`src/rtl/radix2_divider.sv`:
```
// radix2_divider: iterative 32-bit restoring divider for the EX stage.
//
// One request is handled at a time. Operands are captured at the accept edge,
// converted to magnitudes in LOAD, divided one quotient bit per cycle in
// DIVIDE, and sign-corrected on the DIVIDE->RETURN edge. The result is held in
// RETURN until EX takes it. A pipeline flush (cancel) aborts from any state.
//
// Optional build macro: DIVIDER_EARLY_FINISH_EN
//   When defined, LOAD jumps straight to RETURN if the divisor is zero or the
//   dividend magnitude is below the divisor magnitude. Results are identical
//   to the full-length path; only the latency changes.
//
// Handshake semantics (both channels): a transfer happens on a rising clock
// edge where valid and ready are both high. request_ready is high only in
// WAITING and result_valid is high only in RETURN; both are decodes of the
// state register with no combinational path from any input. The requester may
// drop or change request_valid/operands freely while request_ready is low.
// Once result_valid is high, quotient/remainder stay stable until the result
// transfer or a cancel. cancel wins over both an accept and a result transfer.

module radix2_divider #(
    parameter int CPU_DATA_WIDTH = 32
) (
    input  logic                      clock,
    input  logic                      reset,
    input  logic                      request_valid,
    output logic                      request_ready,
    input  logic                      request_signed,
    input  logic [CPU_DATA_WIDTH-1:0] dividend,
    input  logic [CPU_DATA_WIDTH-1:0] divisor,
    input  logic                      cancel,
    output logic                      result_valid,
    input  logic                      result_ready,
    output logic [CPU_DATA_WIDTH-1:0] quotient,
    output logic [CPU_DATA_WIDTH-1:0] remainder,
    output logic                      busy
);

    localparam int W  = CPU_DATA_WIDTH;
    localparam int CW = $clog2(W);

    // State encoding shared with divider_params::State.
    localparam logic [1:0] S_WAITING = 2'b00;
    localparam logic [1:0] S_LOAD    = 2'b01;
    localparam logic [1:0] S_DIVIDE  = 2'b10;
    localparam logic [1:0] S_RETURN  = 2'b11;

    logic [1:0]      state;

    // Operands as captured at the accept edge.
    logic [W-1:0]    op_dividend;
    logic [W-1:0]    op_divisor;
    logic            op_signed;

    // Iteration datapath.
    logic [W-1:0]    dvs_mag;
    logic [2*W-1:0]  partial;
    logic [CW-1:0]   count;
    logic            q_neg;
    logic            r_neg;

    // Combinational helpers.
    logic            accept;
    logic            last_iter;
    logic            div_zero;
    logic [W-1:0]    dvd_abs;
    logic [W-1:0]    dvs_abs;
    logic [W:0]      trial_hi;
    logic            trial_ge;
    logic [W-1:0]    trial_diff;
    logic [2*W-1:0]  partial_next;
    logic [W-1:0]    q_mag;
    logic [W-1:0]    r_mag;
    logic [W-1:0]    q_final;
    logic [W-1:0]    r_final;
    logic            early_hit;

    assign request_ready = (state == S_WAITING);
    assign result_valid  = (state == S_RETURN);
    assign busy          = (state != S_WAITING);

    assign accept    = (state == S_WAITING) && request_valid && !cancel;
    assign last_iter = (state == S_DIVIDE) && (count == '0);
    assign div_zero  = (op_divisor == '0);

    // Operand magnitudes: two's complement negate only for negative signed values.
    always_comb begin
        dvd_abs = op_dividend;
        dvs_abs = op_divisor;
        if (op_signed && op_dividend[W-1]) begin
            dvd_abs = -op_dividend;
        end
        if (op_signed && op_divisor[W-1]) begin
            dvs_abs = -op_divisor;
        end
    end

    // One restoring step: the upper W+1 bits of the shifted partial remainder
    // are compared against the divisor magnitude. When the trial succeeds the
    // difference always fits in W bits, so the W-bit subtraction is exact.
    always_comb begin
        trial_hi     = partial[2*W-1:W-1];
        trial_ge     = (trial_hi >= {1'b0, dvs_mag});
        trial_diff   = trial_hi[W-1:0] - dvs_mag;
        partial_next = {partial[2*W-2:0], 1'b0};
        if (trial_ge) begin
            partial_next = {trial_diff, partial[W-2:0], 1'b1};
        end
    end

    // Sign correction applied to the final iteration's output. Divide by zero
    // bypasses it: all-ones quotient and the raw dividend as remainder.
    always_comb begin
        q_mag   = partial_next[W-1:0];
        r_mag   = partial_next[2*W-1:W];
        q_final = q_neg ? -q_mag : q_mag;
        r_final = r_neg ? -r_mag : r_mag;
        if (div_zero) begin
            q_final = '1;
            r_final = op_dividend;
        end
    end

`ifdef DIVIDER_EARLY_FINISH_EN
    // Trivial cases that need no iterations: x/0 or |dividend| < |divisor|.
    assign early_hit = div_zero || (dvd_abs < dvs_abs);
`else
    assign early_hit = 1'b0;
`endif

    // FSM: cancel and reset both force WAITING; otherwise advance per state.
    always_ff @(posedge clock) begin
        if (reset) begin
            state <= S_WAITING;
        end else if (cancel) begin
            state <= S_WAITING;
        end else begin
            case (state)
                S_WAITING: begin
                    if (request_valid) begin
                        state <= S_LOAD;
                    end
                end
                S_LOAD: begin
                    if (early_hit) begin
                        state <= S_RETURN;
                    end else begin
                        state <= S_DIVIDE;
                    end
                end
                S_DIVIDE: begin
                    if (count == '0) begin
                        state <= S_RETURN;
                    end
                end
                S_RETURN: begin
                    if (result_ready) begin
                        state <= S_WAITING;
                    end
                end
                default: begin
                    state <= S_WAITING;
                end
            endcase
        end
    end

    // Operand capture: inputs are only sampled on the accept edge.
    always_ff @(posedge clock) begin
        if (reset) begin
            op_dividend <= '0;
            op_divisor  <= '0;
            op_signed   <= 1'b0;
        end else if (accept) begin
            op_dividend <= dividend;
            op_divisor  <= divisor;
            op_signed   <= request_signed;
        end
    end

    // Iteration datapath: initialised in LOAD, one shift/subtract per DIVIDE cycle.
    always_ff @(posedge clock) begin
        if (reset) begin
            dvs_mag <= '0;
            partial <= '0;
            count   <= '0;
            q_neg   <= 1'b0;
            r_neg   <= 1'b0;
        end else if (state == S_LOAD) begin
            dvs_mag <= dvs_abs;
            partial <= {{W{1'b0}}, dvd_abs};
            count   <= CW'(W - 1);
            q_neg   <= op_signed && (op_dividend[W-1] ^ op_divisor[W-1]);
            r_neg   <= op_signed && op_dividend[W-1];
        end else if (state == S_DIVIDE) begin
            partial <= partial_next;
            count   <= count - CW'(1);
        end
    end

    // Result registers: loaded on entry to RETURN, held until the next result.
    always_ff @(posedge clock) begin
        if (reset) begin
            quotient  <= '0;
            remainder <= '0;
        end else if (!cancel) begin
            if (last_iter) begin
                quotient  <= q_final;
                remainder <= r_final;
            end else if ((state == S_LOAD) && early_hit) begin
                quotient  <= div_zero ? {W{1'b1}} : {W{1'b0}};
                remainder <= op_dividend;
            end
        end
    end

endmodule

```
`config.mk`:
```
export PLATFORM = sky130hd
export DESIGN_NAME = radix2_divider
export DESIGN_NICKNAME = d
export VERILOG_FILES = /design/src/rtl/radix2_divider.sv
export SDC_FILE = /design/constraint.sdc
export NUM_CORES = 1
export LEC_CHECK = 0
export CORE_MARGIN = 4
export CORE_UTILIZATION = 55
export DETAILED_ROUTE_END_ITERATION = 7
export PLACE_DENSITY = 0.74
export SKIP_CTS_REPAIR_TIMING = 1
export SYNTH_ARGS = -nofsm -noshare
export SYNTH_HDL_FRONTEND = slang
export SYNTH_SLANG_ARGS = --single-unit
```
`constraint.sdc`:
```
create_clock -name clock -period 7.02 [get_ports clock]
set_input_delay 1.053 -clock clock [delete_from_list [all_inputs] [get_ports clock]]
set_output_delay 1.053 -clock clock [all_outputs]
set_load 0.02 [all_outputs]
```
==> flow_summary.yaml, run 1 <==
power:
  power_density_nw_per_um2: 256
  total_power_w: 0.00428
  p_leak_nw: 6.03
  irDropWorstVdd_uv: 220
worst_hold_path:
  hold_path_startpoint: "remainder[25]"
  holdPathStages: 2
  hp-class: "reg -> reg"
die:
  die_h_um: 170
  ios: 137
  fp-row-count: 58
  core_um2: 25500
  initial_core_util_pct: 56.4
  die_w_um: 170
  dieArea_um2: 28800
worst_setup_path:
  cp_max_fo: 22
  critPathLaunchType: "flop"
  worst_r2r_path_depth: 15
  cp-end-kind: "flop"
  cp.arrival_ps: 6240
  rr_startpoint: "dvs_mag[22]"
  crit_type: "reg -> reg"
  crit_start: "dvs_mag[22]"
  required_ps: 7450
final_layout:
  num-nets-final: 2056
  layout_commonest_cell: "nor2_1"
  utilization_pct: 65.7
  diodes: 0
  drive_above_1_share_pct: 4.99
  area_delta_synth_final_pct: 16.4
  final_cell_mix: "nor2_1, nand2_1, dfxtp_1, a21oi_1, clkdlybuf4s50_1"
logic_synthesis:
  ys_ff_latch: 234
  yosysWarnings: 0
  async_flop_share_pct: 0
  synthCells: 1904
  synth_ff_type: "dfxtp_1"
  synth_edf_count: 0
  ys_seq_area_share_pct: 32.6
  synth_area_um2: 14400
  synth_area_per_cell_um2: 7.55
  syn_nets: 2017
  synth_cell_types: 83
sta:
  fin_ws_ps: 1210
  slew_headroom_pct: 21.5
  finalHoldViolCount: 0
  drv_slew: 0
  setup_viol: 0
  finalSetupTns_ps: 0
  max_freq_mhz: 172
  fin_crit_ps: 5810
  clock_skew_ps: 33.4
  period_share_pct: 82.8
  whs_ps: 479
  rsz0062_at_grt: "no"
  tightest_slew_ps: 1180
grt:
  grt_pass1_wl_um: 71200
  grt_util_all_layers_pct: 30.1
  first_global_vias: 13100
  antenna_found_initial: 2
  grt_overflow: 0
  grt_max_degree: 106
clock_tree:
  clock-root-buffer: "clkbuf_16"
  cts_max_level: 1
  clkLatencyLatePin_ps: 550
  path_clk_slew_ps: 60
  numCtsBuffers: 26
  clk_path_buf_depth: 3
  cts_tree: "built"
  cts.sinks: 234
drt:
  ant_nets: 0
  routed_via_density: 6.20
  vias: 14200
  drtIter0Drc: 1446
  drc: 0
  routedWlPerCell_um: 19.6
  firstDrtPassIters: 6
  finalWirelength_um: 45000
place:
  numPortBuffers: 136
  hpwl_um: 32800
  place_ws_ps: 1440
  gp_congestion: 0.990
job:
  drv_cap: 0
status:
  status: "complete, no violations"
synthesized netlist by cell type, types with 4 or more instances:
cell type / number / area (µm²)
o21ai_0: 69 / 345
a21oi_1: 179 / 896
and3_1: 7 / 43.8
nand3_1: 33 / 165
o22ai_1: 15 / 93.8
a221oi_1: 5 / 43.8
xor2_1: 59 / 517
or4_1: 15 / 113
mux2_2: 7 / 78.8
a22oi_1: 4 / 30.0
a31o_2: 5 / 43.8
a211oi_1: 77 / 578
a21o_1: 11 / 82.6
clkbuf_1: 114 / 428
ha_1: 42 / 526
nor3_1: 49 / 245
dfxtp_1: 234 / 4680
nor2_1: 269 / 1010
a2111oi_0: 5 / 43.8
nand2_1: 242 / 908
nor4_1: 17 / 106
o41ai_1: 14 / 123
or3_1: 26 / 163
a31oi_1: 10 / 62.6
xnor2_1: 69 / 604
o31ai_1: 30 / 225
o21a_1: 5 / 37.5
inv_1: 62 / 233
a311oi_1: 30 / 263
nor2b_1: 10 / 62.6
mux2i_1: 60 / 601
nand4_1: 17 / 106
nand2b_1: 9 / 56.3
and2_1: 7 / 43.8
o211ai_1: 8 / 60.1
buf_1: 12 / 45.0
buf_2: 12 / 60.1
report_power, final:
part           switching, W  total (W)  internal [W]  leakage (nW)
Clock              0.000569    0.00154      0.000973         0.478
Sequential        0.0000577    0.00143       0.00138          1.90
Combinational      0.000852    0.00131      0.000455          3.66
per-stage QoR:
step	cells	area [µm²]
3_5_place_dp	2245	15700
2_1_floorplan	1904	14400
4_1_cts	2292	16700
5_1_grt	2292	16700
3_3_place_gp	2245	15700
6_report	2292	16700
cell families (layout without fill, tap and decap cells):
kind of cell | count (synthesis) | count (layout) | synth area share, %
flops | 234 | 234 | 32.6
simple gates | 720 | 720 | 22.1
buf+inv | 204 | 262 | 5.48
fa+ha+maj | 43 | 43 | 3.80
xor+xnor | 128 | 128 | 7.80
mux | 67 | 67 | 4.73
compound gates | 508 | 508 | 23.5
sequential cells by signal, indices dropped and copies added, names as in the netlist:
| register | count |
|---|---|
| state | 2 |
| op_signed | 1 |
| q_neg | 1 |
| remainder | 32 |
| op_dividend | 32 |
| dvs_mag | 32 |
| op_divisor | 32 |
| count | 5 |
| partial | 64 |
| quotient | 32 |
| r_neg | 1 |
final cells by class:
type | count | area (µm²)
clock inverters | 11 | 219
multi-input cells | 1466 | 8930
fillers | 2250 | 8750
inverters | 64 | 240
repair buffers | 151 | 1480
clock buffers | 36 | 758
well taps | 330 | 413
flip-flops and latches | 234 | 4680
metal layers:
layer | routed length (µm) | vias up | GRT usage, % | share of wire, %
met5 | 27 | - | 0 | 0.060
met4 | 1550 | 4 | 9.98 | 3.5
met2 | 19600 | 588 | 46.4 | 44
met1 | 19800 | 6646 | 42.6 | 44
li1 | - | 6870 | - | -
met3 | 3960 | 97 | 5.71 | 8.8
critical path: stages (launching register included):
cell and delay (ps):
dfxtp_1 340, inv_1 50, ha_1 410, a21oi_1 240, o21ai_0 180, a2111oi_0 520
nand2_1 140, nor3_2 890, nand2_4 430, o21ai_0 480, ha_1 260, o21ai_1 220
or4_1 680, o41ai_2 400, xnor2_1 120, a2111oi_2 350
path summary, 6_finish.rpt:
| path | to | slack, ps |
|---|---|---|
| hold reg to reg | remainder[25] | 480 |
| setup reg to reg | remainder[30] | 1210 |
| hold / removal | remainder[25] | 480 |
| setup / recovery | remainder[30] | 1210 |
Power figures use the tool's default switching activity.
==> run 2: changes to the inputs <==
==> constraint.sdc (replaced) <==
create_clock -name clock -period 5.7 [get_ports clock]
set_input_delay 0.855 -clock clock [delete_from_list [all_inputs] [get_ports clock]]
set_output_delay 0.855 -clock clock [all_outputs]
set_load 0.02 [all_outputs]
==> flow_summary.yaml, run 2 (synthesis results as in run 1) <==
status:
  status: "complete, no violations"
worst_hold_path:
  hold_path_startpoint: "remainder[27]"
  hp-class: "reg -> reg"
sta:
  period_share_pct: 88.0
  slew_headroom_pct: 27.1
  setup_viol: 0
  drv_slew: 0
  rsz0062_at_grt: "no"
  finalHoldViolCount: 0
  whs_ps: 476
  finalSetupTns_ps: 0
  max_freq_mhz: 199
  fin_crit_ps: 5020
  clock_skew_ps: 21.9
  tightest_slew_ps: 1090
  fin_ws_ps: 685
place:
  numPortBuffers: 136
  dpl_cell_area_um2: 15800
  place_ws_ps: 755
  gp_congestion: 1.03
  hpwl_um: 33200
final_layout:
  n_fill_cell: 2272
  final_cell_mix: "nor2_1, nand2_1, dfxtp_1, a21oi_1, clkdlybuf4s50_1"
  layout_commonest_cell: "nor2_1"
  multiInputGateArea_um2: 8930
  drive_above_1_share_pct: 5.13
  fin_area_um2: 16600
  largest_reg_flops: 64
  diodes: 0
  top_register: "partial"
  area_delta_synth_final_pct: 15.8
  regArea_um2: 4680
  num-nets-final: 2065
worst_setup_path:
  crit_type: "reg -> reg"
  critPathLaunchType: "flop"
  required_ps: 6120
  cp-end-kind: "flop"
  cp.arrival_ps: 5440
  cp_max_fo: 14
  crit_start: "partial[53]"
  rr_startpoint: "partial[53]"
die:
  die_w_um: 170
  core_um2: 25500
  ios: 137
  initial_core_util_pct: 56.4
  dieArea_um2: 28800
  fp-row-count: 58
  die_h_um: 170
clock_tree:
  cts_max_level: 1
  cts.sinks: 234
  path_clk_slew_ps: 60
  clkLatencyLatePin_ps: 540
  cts_tree: "built"
  clock-root-buffer: "clkbuf_16"
  numCtsBuffers: 26
  clk_path_buf_depth: 3
drt:
  firstDrtPassIters: 6
  ant_nets: 0
  route.met3.wl_um: 3380
  drc: 0
  vias: 14200
  drtIter0Drc: 1443
  finalWirelength_um: 44700
  routedWlPerCell_um: 19.4
  routed_via_density: 6.16
  wl_met2_um: 19700
  wl_met1_um: 20400
  routed.top_layer: "met4"
grt:
  first_global_vias: 13000
  grt_max_degree: 89
  grt_overflow: 0
  grt_pass1_wl_um: 71700
  antenna_found_initial: 0
  grt_util_all_layers_pct: 30.3
power:
  p_seq_share_pct: 35.3
  p_leak_nw: 6.00
  total_power_w: 0.00501
  netSwitchingFraction_pct: 35.6
  power_density_nw_per_um2: 301
  p_sw_w: 0.00178
  clock_power_share_pct: 32.5
  irDropWorstVdd_uv: 245
  pwr-share-comb_pct: 32.2
  internal_power_w: 0.00322
job:
  drv_cap: 0
## run 2: changes by cell type in the layout (fill, tap and decap cells not counted), sizes merged
cell and delta:
buf +9, bufinv -4, clkbuf -1, clkinv +3
## run 2: final timing paths
| check | to | slack, ps | depth (start not counted) |
|---|---|---|---|
| max | remainder[30] | 680 | 14 |
| min | remainder[27] | 480 | 1 |
| max reg2reg | remainder[30] | 680 | 14 |
| min reg2reg | remainder[27] | 480 | 1 |
## run 2: cell type report
cell class | instances | area share, %
Tap cell | 330 | 2.48
Timing Repair Buffer | 160 | 9.34
Multi-Input combinational cell | 1466 | 53.7
Clock buffer | 35 | 4.23
Sequential cell | 234 | 28.1
Clock inverter | 10 | 0.684
Inverter | 64 | 1.44
## run 2: worst max-delay path: stages, from the launching register on
cell,delay (ps)
dfxtp_1,430
ha_1,390
a21oi_1,250
o21ai_0,150
a2111oi_0,650
nand2_1,160
nor3_2,310
nand2_4,190
o21ai_0,350
ha_1,240
o21ai_1,220
or4_1,680
o41ai_2,410
xnor2_1,120
a2111oi_2,360
## run 2: metal layers
metal,vias up,GRT usage (%)
met3,92,3.80
met1,6630,44.4
met4,0,8.86
met2,573,46.9
met5,-,0
li1,6861,-
## run 2: metrics by stage
step           cells  util (%)
3_3_place_gp    2254      62.1
5_1_grt         2299      65.3
3_5_place_dp    2254      62.1
4_1_cts         2299      65.3
6_report        2299      65.3
2_1_floorplan   1904         -
## run 2: power by group through the flow
stage | registers (W) | logic (W) | clock network (W)
5_1_grt | 0.00177 | 0.00176 | 0.00171
2_1_floorplan | 0.00178 | 0.00113 | 0
3_3_place_gp | 0.00180 | 0.00156 | 0
3_5_place_dp | 0.00180 | 0.00157 | 0
4_1_cts | 0.00176 | 0.00158 | 0.00165
6_report | 0.00177 | 0.00161 | 0.00163
==> run 3: changes to the inputs <==
--- a/config.mk
+++ b/config.mk
@@ -7,8 +7,10 @@
 export LEC_CHECK = 0
 export CORE_MARGIN = 4
 export CORE_UTILIZATION = 55
+export CTS_CLUSTER_DIAMETER = 100
 export DETAILED_ROUTE_END_ITERATION = 7
 export PLACE_DENSITY = 0.74
+export SETUP_SLACK_MARGIN = 0.4
 export SKIP_CTS_REPAIR_TIMING = 1
 export SYNTH_ARGS = -nofsm -noshare
 export SYNTH_HDL_FRONTEND = slang
==> flow_summary.yaml, run 3 (synthesis results as in run 1) <==
status:
  status: "complete, no violations"
grt:
  first_global_vias: 13000
  grt_max_degree: 89
  grt_overflow: 0
  grt_util_all_layers_pct: 30.3
  grt_pass1_wl_um: 71700
  antenna_found_initial: 0
sta:
  clock_skew_ps: 22.1
  fin_ws_ps: 771
  drv_slew: 0
  tightest_slew_ps: 1090
  fin_crit_ps: 4930
  setup_viol: 0
  finalHoldViolCount: 0
  slew_headroom_pct: 26.9
  finalSetupTns_ps: 0
  period_share_pct: 86.5
  rsz0062_at_grt: "no"
  max_freq_mhz: 203
worst_setup_path:
  cp-end-kind: "flop"
  crit_path_end: "remainder[30]"
  required_ps: 6120
  crit_start: "partial[53]"
  crit_type: "reg -> reg"
  rr_startpoint: "partial[53]"
  worst_r2r_path_depth: 14
  rrSetupSlack_ps: 770
  cp.arrival_ps: 5350
  cp_max_fo: 14
  reg2reg_to: "remainder[30]"
  critPathLaunchType: "flop"
power:
  netSwitchingFraction_pct: 35.7
  pwr-share-comb_pct: 32.2
  p_leak_nw: 6.00
  clock_power_share_pct: 32.5
  p_sw_w: 0.00179
  irDropWorstVdd_uv: 246
  p_seq_share_pct: 35.2
  power_density_nw_per_um2: 301
  total_power_w: 0.00501
  internal_power_w: 0.00323
final_layout:
  fin_area_um2: 16600
  layout_commonest_cell: "nor2_1"
  final_cell_mix: "nor2_1, nand2_1, dfxtp_1, a21oi_1, clkdlybuf4s50_1"
  largest_reg_flops: 64
  num-nets-final: 2065
  n_fill_cell: 2271
  utilization_pct: 65.4
  top_register: "partial"
  diodes: 0
  drive_above_1_share_pct: 5.13
  area_delta_synth_final_pct: 15.8
drt:
  finalWirelength_um: 44800
  routed_via_density: 6.17
  vias: 14200
  firstDrtPassIters: 6
  routedWlPerCell_um: 19.5
  drc: 0
  ant_nets: 0
  drtIter0Drc: 1433
die:
  die_w_um: 170
  ios: 137
  die_h_um: 170
  fp-row-count: 58
  core_um2: 25500
  dieArea_um2: 28800
  initial_core_util_pct: 56.4
clock_tree:
  clk_path_buf_depth: 3
  numCtsBuffers: 26
  cts_max_level: 1
  clock-root-buffer: "clkbuf_16"
  path_clk_slew_ps: 60
  clkLatencyLatePin_ps: 540
  cts_tree: "built"
  cts.sinks: 234
worst_hold_path:
  hp-class: "reg -> reg"
place:
  place_ws_ps: 755
  hpwl_um: 33200
  numPortBuffers: 136
  gp_congestion: 1.03
  dpl_cell_area_um2: 15800
job:
  drv_cap: 0
==> run 3: changes by cell type in the layout (fill, tap and decap cells not counted) <==
cell	change
a2111oi_1	+1
a2111oi_0	-1
==> run 3: cell type report <==
| type | instances | area, µm² | share of cell area, % |
|---|---|---|---|
| tap | 330 | 413 | 2.48 |
| sequential | 234 | 4680 | 28.1 |
| inverter | 64 | 240 | 1.44 |
| clock inverter | 10 | 114 | 0.684 |
| multi-input combinational | 1466 | 8930 | 53.7 |
| timing repair buffer | 160 | 1560 | 9.34 |
| clock buffer | 35 | 704 | 4.23 |
==> run 3: how the worst min path moves through the flow <==
| stage | slack [ps] | from | depth (start not counted) | to |
|---|---|---|---|---|
| floorplan | 440 | dvs_mag[31] | 2 | dvs_mag[31] |
| detailed placement | 470 | remainder[27] | 1 | remainder[27] |
| finish | 480 | remainder[27] | 1 | remainder[27] |
| CTS | 480 | remainder[27] | 1 | remainder[27] |
| global route | 500 | dvs_mag[31] | 2 | dvs_mag[31] |
| global placement | 470 | op_divisor[30] | 2 | op_divisor[30] |
==> run 3: per-layer routing <==
layer,part of all wire [%],routed length (µm),vias up,track usage [%]
met1,46,20400,6636,44.4
li1,-,-,6861,-
met4,2.8,1250,0,8.86
met5,0,0,-,0
met2,44,19700,583,46.9
met3,7.7,3430,94,3.80
==> run 3: metrics by stage <==
stage | hold slack (ps) | std cells
after global placement | 467 | 2254
after global routing | 500 | 2299
after floorplan | 441 | 1904
after CTS | 479 | 2299
final | 476 | 2299
after detailed placement | 465 | 2254
==> run 3: worst max-delay path, cell delays in order, from the launching register on <==
cell       delay (ps)
dfxtp_1           420
ha_1              380
a21oi_1           250
o21ai_0           150
a2111oi_1         590
nand2_1           160
nor3_2            300
nand2_4           190
o21ai_0           350
ha_1              240
o21ai_1           220
or4_1             680
o41ai_2           410
xnor2_1           120
a2111oi_2         360
==> run 3: power by group through the flow <==
stage | Sequential (W) | Combinational (W) | Clock, W
final | 0.00177 | 0.00162 | 0.00163
after global routing | 0.00177 | 0.00176 | 0.00171
after floorplan | 0.00178 | 0.00113 | 0
after detailed placement | 0.00180 | 0.00157 | 0
after CTS | 0.00176 | 0.00158 | 0.00165
after global placement | 0.00180 | 0.00156 | 0
